## config.mk

```make
export PLATFORM = sky130hd
export DESIGN_NAME = mac_lane_array
export DESIGN_NICKNAME = d
export VERILOG_FILES = /design/src/rtl/mac_lane_array.sv
export SDC_FILE = /design/constraint.sdc
export NUM_CORES = 2
export LEC_CHECK = 0
export CORE_MARGIN = 2
export CORE_UTILIZATION = 40
export DETAILED_ROUTE_END_ITERATION = 6
export PLACE_DENSITY_LB_ADDON = 0.1
export SKIP_LAST_GASP = 1
export SYNTH_ARGS = -nofsm -noshare
export SYNTH_HDL_FRONTEND = slang
export SYNTH_SLANG_ARGS = --single-unit
```

## constraint.sdc

```tcl
create_clock -name clk -period 5 [get_ports clk]
set_input_delay 1 -clock clk [delete_from_list [all_inputs] [get_ports clk]]
set_output_delay 1 -clock clk [all_outputs]
set_load 0.01 [all_outputs]
```

## src/rtl/mac_lane_array.sv

```systemverilog
// Row of weight-stationary MAC lanes. Each lane multiplies an unsigned activation
// mantissa by a signed stationary weight and accumulates into a saturating
// accumulator. Activations are forwarded one cycle to the next column. The shadow
// weights form the load chain to the next row.
module mac_lane_array #(
    parameter int unsigned LANES    = 4,
    parameter int unsigned MANT_W   = 7,
    parameter int unsigned WEIGHT_W = 8,
    parameter int unsigned ACC_W    = 48
) (
    input  logic                        clk,
    input  logic                        rst_n,
    input  logic [LANES*MANT_W-1:0]     act_i,
    input  logic                        act_valid_i,
    input  logic                        acc_clr_i,
    input  logic [LANES-1:0]            lane_en_i,
    output logic [LANES*MANT_W-1:0]     act_o,
    output logic                        act_valid_o,
    output logic [LANES*ACC_W-1:0]      acc_o,
    output logic                        acc_valid_o,
    output logic [LANES-1:0]            sat_o,
    input  logic                        prepare_weight,
    input  logic                        set_weight_i,
    input  logic [LANES*WEIGHT_W-1:0]   wload_i,
    output logic [LANES*WEIGHT_W-1:0]   wload_o
);
    localparam int unsigned PROD_W = MANT_W + WEIGHT_W + 1;
    localparam int unsigned SUM_W  = ACC_W + 1;
    localparam logic signed [ACC_W-1:0] ACC_MAX = {1'b0, {(ACC_W-1){1'b1}}};
    localparam logic signed [ACC_W-1:0] ACC_MIN = {1'b1, {(ACC_W-1){1'b0}}};

    logic [LANES*MANT_W-1:0]    act_q;
    logic                       act_valid_q;
    logic signed [WEIGHT_W-1:0] w_shadow_q [LANES];
    logic signed [WEIGHT_W-1:0] w_active_q [LANES];
    logic signed [PROD_W-1:0]   prod_d [LANES];
    logic signed [PROD_W-1:0]   prod_q [LANES];
    logic                       s1_valid_q;
    logic                       s1_clr_q;
    logic [LANES-1:0]           s1_en_q;
    logic signed [SUM_W-1:0]    sum [LANES];
    logic signed [ACC_W-1:0]    acc_d [LANES];
    logic signed [ACC_W-1:0]    acc_q [LANES];
    logic [LANES-1:0]           sat_d;
    logic [LANES-1:0]           sat_q;
    logic                       acc_valid_q;

    // Plain one-cycle forwarding of activations to the next column.
    always_ff @(posedge clk or negedge rst_n) begin
        if (!rst_n) begin
            act_q       <= '0;
            act_valid_q <= 1'b0;
        end else begin
            act_q       <= act_i;
            act_valid_q <= act_valid_i;
        end
    end

    // Shadow/active weight pair; commit takes the shadow value from before the edge.
    always_ff @(posedge clk or negedge rst_n) begin
        if (!rst_n) begin
            for (int k = 0; k < LANES; k++) begin
                w_shadow_q[k] <= '0;
                w_active_q[k] <= '0;
            end
        end else begin
            for (int k = 0; k < LANES; k++) begin
                if (prepare_weight) w_shadow_q[k] <= wload_i[k*WEIGHT_W +: WEIGHT_W];
                if (set_weight_i)   w_active_q[k] <= w_shadow_q[k];
            end
        end
    end

    // Stage 1 products: zero-extended activation times sign-extended active weight.
    always_comb begin
        for (int k = 0; k < LANES; k++) begin
            prod_d[k] = $signed(PROD_W'({1'b0, act_i[k*MANT_W +: MANT_W]}))
                      * $signed(PROD_W'(w_active_q[k]));
        end
    end

    // Stage 1 register: products plus the beat's valid, clear and lane mask.
    always_ff @(posedge clk or negedge rst_n) begin
        if (!rst_n) begin
            for (int k = 0; k < LANES; k++) prod_q[k] <= '0;
            s1_valid_q <= 1'b0;
            s1_clr_q   <= 1'b0;
            s1_en_q    <= '0;
        end else begin
            for (int k = 0; k < LANES; k++) prod_q[k] <= prod_d[k];
            s1_valid_q <= act_valid_i;
            s1_clr_q   <= act_valid_i & acc_clr_i;
            s1_en_q    <= lane_en_i;
        end
    end

    // Stage 2 accumulate with one guard bit; clamp on overflow and set sticky flag.
    always_comb begin
        for (int k = 0; k < LANES; k++) begin
            acc_d[k] = acc_q[k];
            sat_d[k] = sat_q[k];
            if (s1_clr_q) sum[k] = SUM_W'(prod_q[k]);
            else          sum[k] = SUM_W'(acc_q[k]) + SUM_W'(prod_q[k]);
            if (s1_valid_q && s1_en_q[k]) begin
                if (sum[k][SUM_W-1] != sum[k][SUM_W-2]) begin
                    acc_d[k] = sum[k][SUM_W-1] ? ACC_MIN : ACC_MAX;
                    sat_d[k] = 1'b1;
                end else begin
                    acc_d[k] = sum[k][ACC_W-1:0];
                    // Only a clean clear beat may drop the sticky flag.
                    if (s1_clr_q) sat_d[k] = 1'b0;
                end
            end
        end
    end

    // Stage 2 register: accumulators, sticky flags and the result strobe.
    always_ff @(posedge clk or negedge rst_n) begin
        if (!rst_n) begin
            for (int k = 0; k < LANES; k++) acc_q[k] <= '0;
            sat_q       <= '0;
            acc_valid_q <= 1'b0;
        end else begin
            for (int k = 0; k < LANES; k++) acc_q[k] <= acc_d[k];
            sat_q       <= sat_d;
            acc_valid_q <= s1_valid_q;
        end
    end

    // Pack per-lane state onto the flat output buses.
    always_comb begin
        acc_o   = '0;
        wload_o = '0;
        for (int k = 0; k < LANES; k++) begin
            acc_o[k*ACC_W +: ACC_W]         = acc_q[k];
            wload_o[k*WEIGHT_W +: WEIGHT_W] = w_shadow_q[k];
        end
    end

    assign act_o       = act_q;
    assign act_valid_o = act_valid_q;
    assign acc_valid_o = acc_valid_q;
    assign sat_o       = sat_q;

endmodule

```

[Word level (Yosys, flattened, before mapping)]
Index checks and enable logic that the tools add are counted.
Word-level totals
  bits in registers: 359
  input bits: 70
  output and inout bits: 258
  word-level logic and storage cells: 67
Operators by class
  $add $sub $neg: 4
  $mul: 4
  equal/unequal tests: 4
  muxes and demuxes: 17
  bitwise logic cells: 1
  reduce and logical (&&, ||, !) cells: 12
Operators by type and width (number)
  $mux 48: 8
  $add 48x16->49: 4
  $mux 49: 4
  $mul 8x8->16: 4
  $reduce_and 2->1: 4
  $reduce_bool 2->1: 4
  $mux 1: 5
  $logic_and 1x1->1: 4
  $ne 1x1->1: 4
  $and 1x1->1: 1

[Longest topological paths before layout]
  depth in word-level cells: 5
  mapped depth: 23

[Worst setup path before layout]
Ideal clock, no wire load.
  kind: input-to-reg
  start point: in act_i[5]
  end point: reg prod_q[63] (netlist name)
  setup time: 80 ps
  arrival time: 4877 ps
  required time: 4920 ps
  slack: 43 ps
  cell stages on the path: 19
  cell sequence: and2_1 -> fa_1 -> inv_1 -> fa_1 -> inv_1 -> fa_1 -> inv_1 -> fa_1 -> inv_1 -> ha_1 -> inv_1 -> o21ai_0 -> a21oi_1 -> o21bai_1 -> a21oi_1 -> nor2b_1 -> o21a_1 -> o41ai_1 -> xnor2_1
RTL lines
  start, declared: line 13  | input logic [LANES*MANT_W-1:0] act_i,
  end, declared: line 37  | logic signed [PROD_W-1:0] prod_q [LANES];

==> results.py <==
metrics = {
    "drt": {
        "detail_route.wl_per_cell_um": 18.1,
        "ant_nets": 0,
        "remaining_drc_errors": 0,
        "vias_per_cell": 5.31,
        "detailroute.via_count": 27000,
        "dr.pass1.iters": 5,
        "count_of_routing_violations_after_the_opening_detailed_route_iteration": 1325,
        "wirelength_um": 91800,
    },
    "synthesis": {
        "gate_count_after_technology_mapping": 3636,
        "postSynth.topFlopCell": "sky130_fd_sc_hd__dfrtp_1",
        "yosysWarnings": 0,
        "netlist_top_cells_area": "sky130_fd_sc_hd__dfrtp_1, sky130_fd_sc_hd__ha_1, sky130_fd_sc_hd__fa_1, sky130_fd_sc_hd__a21oi_1, sky130_fd_sc_hd__nor2_1",
        "synth_top_cell_area_share": 0.279,
        "yosysMostFrequentCell": "sky130_fd_sc_hd__ha_1",
        "number_of_distinct_library_cells_after_synthesis": 95,
        "synth_sequential_area_ratio": 0.279,
        "synth_edf_count": 0,
        "synth_nets": 4198,
        "synth_area_um2": 32200,
        "synthDominantAreaCellType": "sky130_fd_sc_hd__dfrtp_1",
        "async_reset_ff_frac": 1.00,
        "post_synth_most_frequent_cells": "sky130_fd_sc_hd__ha_1, sky130_fd_sc_hd__dfrtp_1, sky130_fd_sc_hd__a21oi_1",
        "synth.ff_latch_count": 359,
        "post_synth.cell_area_avg_um2": 8.84,
    },
    "job": {
        "max_cap_viol_count": 0,
    },
    "sta": {
        "timing_worst_slew_pin_value_ns": 0.927,
        "max_freq_mhz": 207,
        "holdWs_ns": 0.304,
        "period_share": 0.965,
        "setup_clock_skew_after_layout_ns": 0.0144,
        "final_period_minus_worst_setup_slack_ns": 4.82,
        "maxSlewHeadroom": 0.378,
        "report.final.setup_viol": 0,
        "hold_viol": 0,
        "maxSlewViolCount": 0,
    },
    "clock_tree": {
        "clk_transition_reported_paths_ns": 0.06,
        "cts_root_buffer": "sky130_fd_sc_hd__clkbuf_16",
        "cts-hold-fix-buffers": 0,
        "clock_tree.htree_level_count": 2,
        "tritoncts": "built",
        "ctsLongestPathBuffers": 3,
        "number_of_clock_buffers_inserted_by_tritoncts": 47,
        "numClockSinks": 359,
        "clk-insertion-delay-late_ns": 0.60,
    },
    "placed_design": {
        "place_hpwl_um": 69900,
        "place_congestion": 0.911,
        "dpl_cell_area_um2": 37200,
        "io_buffer_count": 327,
    },
    "die": {
        "start_util": 0.406,
        "die_w_um": 288,
        "floorplan_die_height_um": 288,
        "floorplan.core_area_um2": 79300,
        "io_pins": 328,
        "floorplan.die_area_um2": 82700,
        "placementRows": 103,
    },
    "global_route": {
        "grt_overflow": 0,
        "first_global_vias": 26900,
        "grt_first_pass_wirelength_um": 148000,
        "antenna_found_initial": 5,
        "groute.usage.overall": 0.221,
        "pin_count_of_the_biggest_net_entering_global_routing": 117,
    },
    "cells_and_area": {
        "area_of_all_placed_cells_without_fillers_um2": 38900,
        "fillCellCount": 7683,
        "postLayoutCoreUtil": 0.491,
        "syn2layout_area_growth_pct": 20.9,
        "post_route_cells_drive_above_1_share": 0.0926,
        "fin_nets": 4554,
    },
    "pwr": {
        "power.switching_fraction": 0.478,
        "cellLeakagePower_nw": 17.9,
        "reg_power_frac": 0.168,
        "vdd.ir_drop.worst_mv": 0.353,
        "power.internal_w": 0.0168,
        "p_comb_frac": 0.720,
        "pwr_density_cell_nw_per_um2": 826,
        "total_switching_power_w": 0.0154,
        "pwr-share-clk": 0.112,
        "fin_total_pwr_w": 0.0321,
    },
    "setup_path": {
        "worstSetupPathType": "in2reg",
        "critical_path.startpoint_type": "input port",
        "critical_path_arrival_ns": 5.34,
        "rr_startpoint": "w_active_q[26]",
        "crit_path_end_kind": "flop",
        "cp.required_ns": 5.52,
        "critPathLaunch": "act_i[17]",
        "worstPathMaxFanout": 5,
    },
    "outcome": {
        "result_of_the_run": "complete, no violations",
    },
    "min_path": {
        "worst_min_path_class": "in2async",
    },
}
==> metal layers <==
metal	GRT usage	up-vias	wire, um
met2	0.356	566	41500
met5	0	-	45
met4	0.0525	6	2120
met3	0.0390	115	4750
met1	0.308	12800	43400
li1	-	13500	-
==> placed cells by master, fill, tap and decap left out, types with 47 or more instances in the layout <==
cell	netlist	layout
sky130_fd_sc_hd__clkbuf_16	0	47
sky130_fd_sc_hd__nor2_1	352	350
sky130_fd_sc_hd__dfrtp_1	359	358
sky130_fd_sc_hd__xor2_1	75	75
sky130_fd_sc_hd__inv_1	287	285
sky130_fd_sc_hd__fa_1	128	128
sky130_fd_sc_hd__clkdlybuf4s50_1	0	314
sky130_fd_sc_hd__and2_1	166	161
sky130_fd_sc_hd__mux2_2	68	68
sky130_fd_sc_hd__buf_4	5	126
sky130_fd_sc_hd__a21oi_1	353	344
sky130_fd_sc_hd__o21ai_0	156	148
sky130_fd_sc_hd__nand2_1	263	263
sky130_fd_sc_hd__ha_1	364	363
sky130_fd_sc_hd__a21o_1	126	126
sky130_fd_sc_hd__xnor2_1	137	136
==> registers in the layout, indices dropped and copies added, names as in the netlist <==
| name | flops |
|---|---|
| wload_o | 32 |
| w_active_q | 32 |
| act_o | 28 |
| acc_valid_o | 1 |
| s1_valid_q | 1 |
| s1_clr_q | 1 |
| sat_o | 4 |
| s1_en_q | 4 |
| prod_q | 64 |
| acc_o | 192 |
==> stage by stage <==
step	worst slack (ns)	TNS, ns	instances
after floorplan	0.0431	0	3636
after global placement	-0.481	-6.94	4991
after detailed placement	-0.564	-7.96	4991
after CTS	0.0670	0	5078
after global routing	-0.0208	-0.0208	5080
final	0.177	0	5082
==> kinds of logic after synthesis <==
family	Yosys count	synth area share
buffers and inverters	440	0.0542
multiplexers	73	0.0254
adder cells (fa/ha/maj)	492	0.221
AND/OR/NAND/NOR	1067	0.159
XOR/XNOR	213	0.0586
AO/OA/AOI/OAI	992	0.202
flip-flops	359	0.279
==> power groups by stage <==
stage	Clock [W]	Sequential [W]	Combinational, W
5_1_grt	0.00385	0.00554	0.0259
3_3_place_gp	0	0.00546	0.0228
2_1_floorplan	0	0.00537	0.0159
6_report	0.00361	0.00539	0.0231
4_1_cts	0.00375	0.00542	0.0230
3_5_place_dp	0	0.00546	0.0228
==> area by class of cell <==
type / count / area [um2] / share of cell area
flip-flops and latches: 359 / 8990 / 0.231
repair buffers: 459 / 4350 / 0.112
multi-input cells: 2837 / 21500 / 0.553
clock buffers: 63 / 1330 / 0.0341
inverters: 288 / 1080 / 0.0278
clock inverters: 24 / 303 / 0.00779
diodes: 2 / 5.00 / 0.000129
well taps: 1050 / 1310 / 0.0338
==> worst max-delay path, cell delays in order <==
cell	delay (ns)
sky130_fd_sc_hd__clkdlybuf4s50_1	0.43
sky130_fd_sc_hd__buf_4	0.16
sky130_fd_sc_hd__buf_4	0.14
sky130_fd_sc_hd__and2_1	0.15
sky130_fd_sc_hd__fa_1	0.57
sky130_fd_sc_hd__fa_1	0.43
sky130_fd_sc_hd__fa_1	0.49
sky130_fd_sc_hd__inv_1	0.05
sky130_fd_sc_hd__fa_1	0.47
sky130_fd_sc_hd__inv_1	0.04
sky130_fd_sc_hd__ha_1	0.28
sky130_fd_sc_hd__and2_4	0.14
sky130_fd_sc_hd__o21ai_1	0.11
sky130_fd_sc_hd__nand2b_1	0.08
sky130_fd_sc_hd__a21o_1	0.18
sky130_fd_sc_hd__a21o_1	0.18
sky130_fd_sc_hd__a21o_1	0.18
sky130_fd_sc_hd__a21oi_2	0.14
sky130_fd_sc_hd__xnor2_1	0.12
==> path summary, 6_finish.rpt <==
kind,end,slack [ns],cells after the start
hold reg to reg,w_active_q[26],0.53,1
setup / recovery,prod_q[30],0.18,19
min in group clk,w_active_q[26],0.53,1
max in group asynchronous,acc_o[126],3.67,2
setup reg to reg,prod_q[63],0.51,19
hold / removal,acc_o[32],0.30,1
==> what timing repair did <==
item	4_1_cts	5_1_grt
resized for setup	0	37
setup endpoints to repair	0	14
setup buffers	0	2
Note: power is estimated with default switching activity, not from simulation.
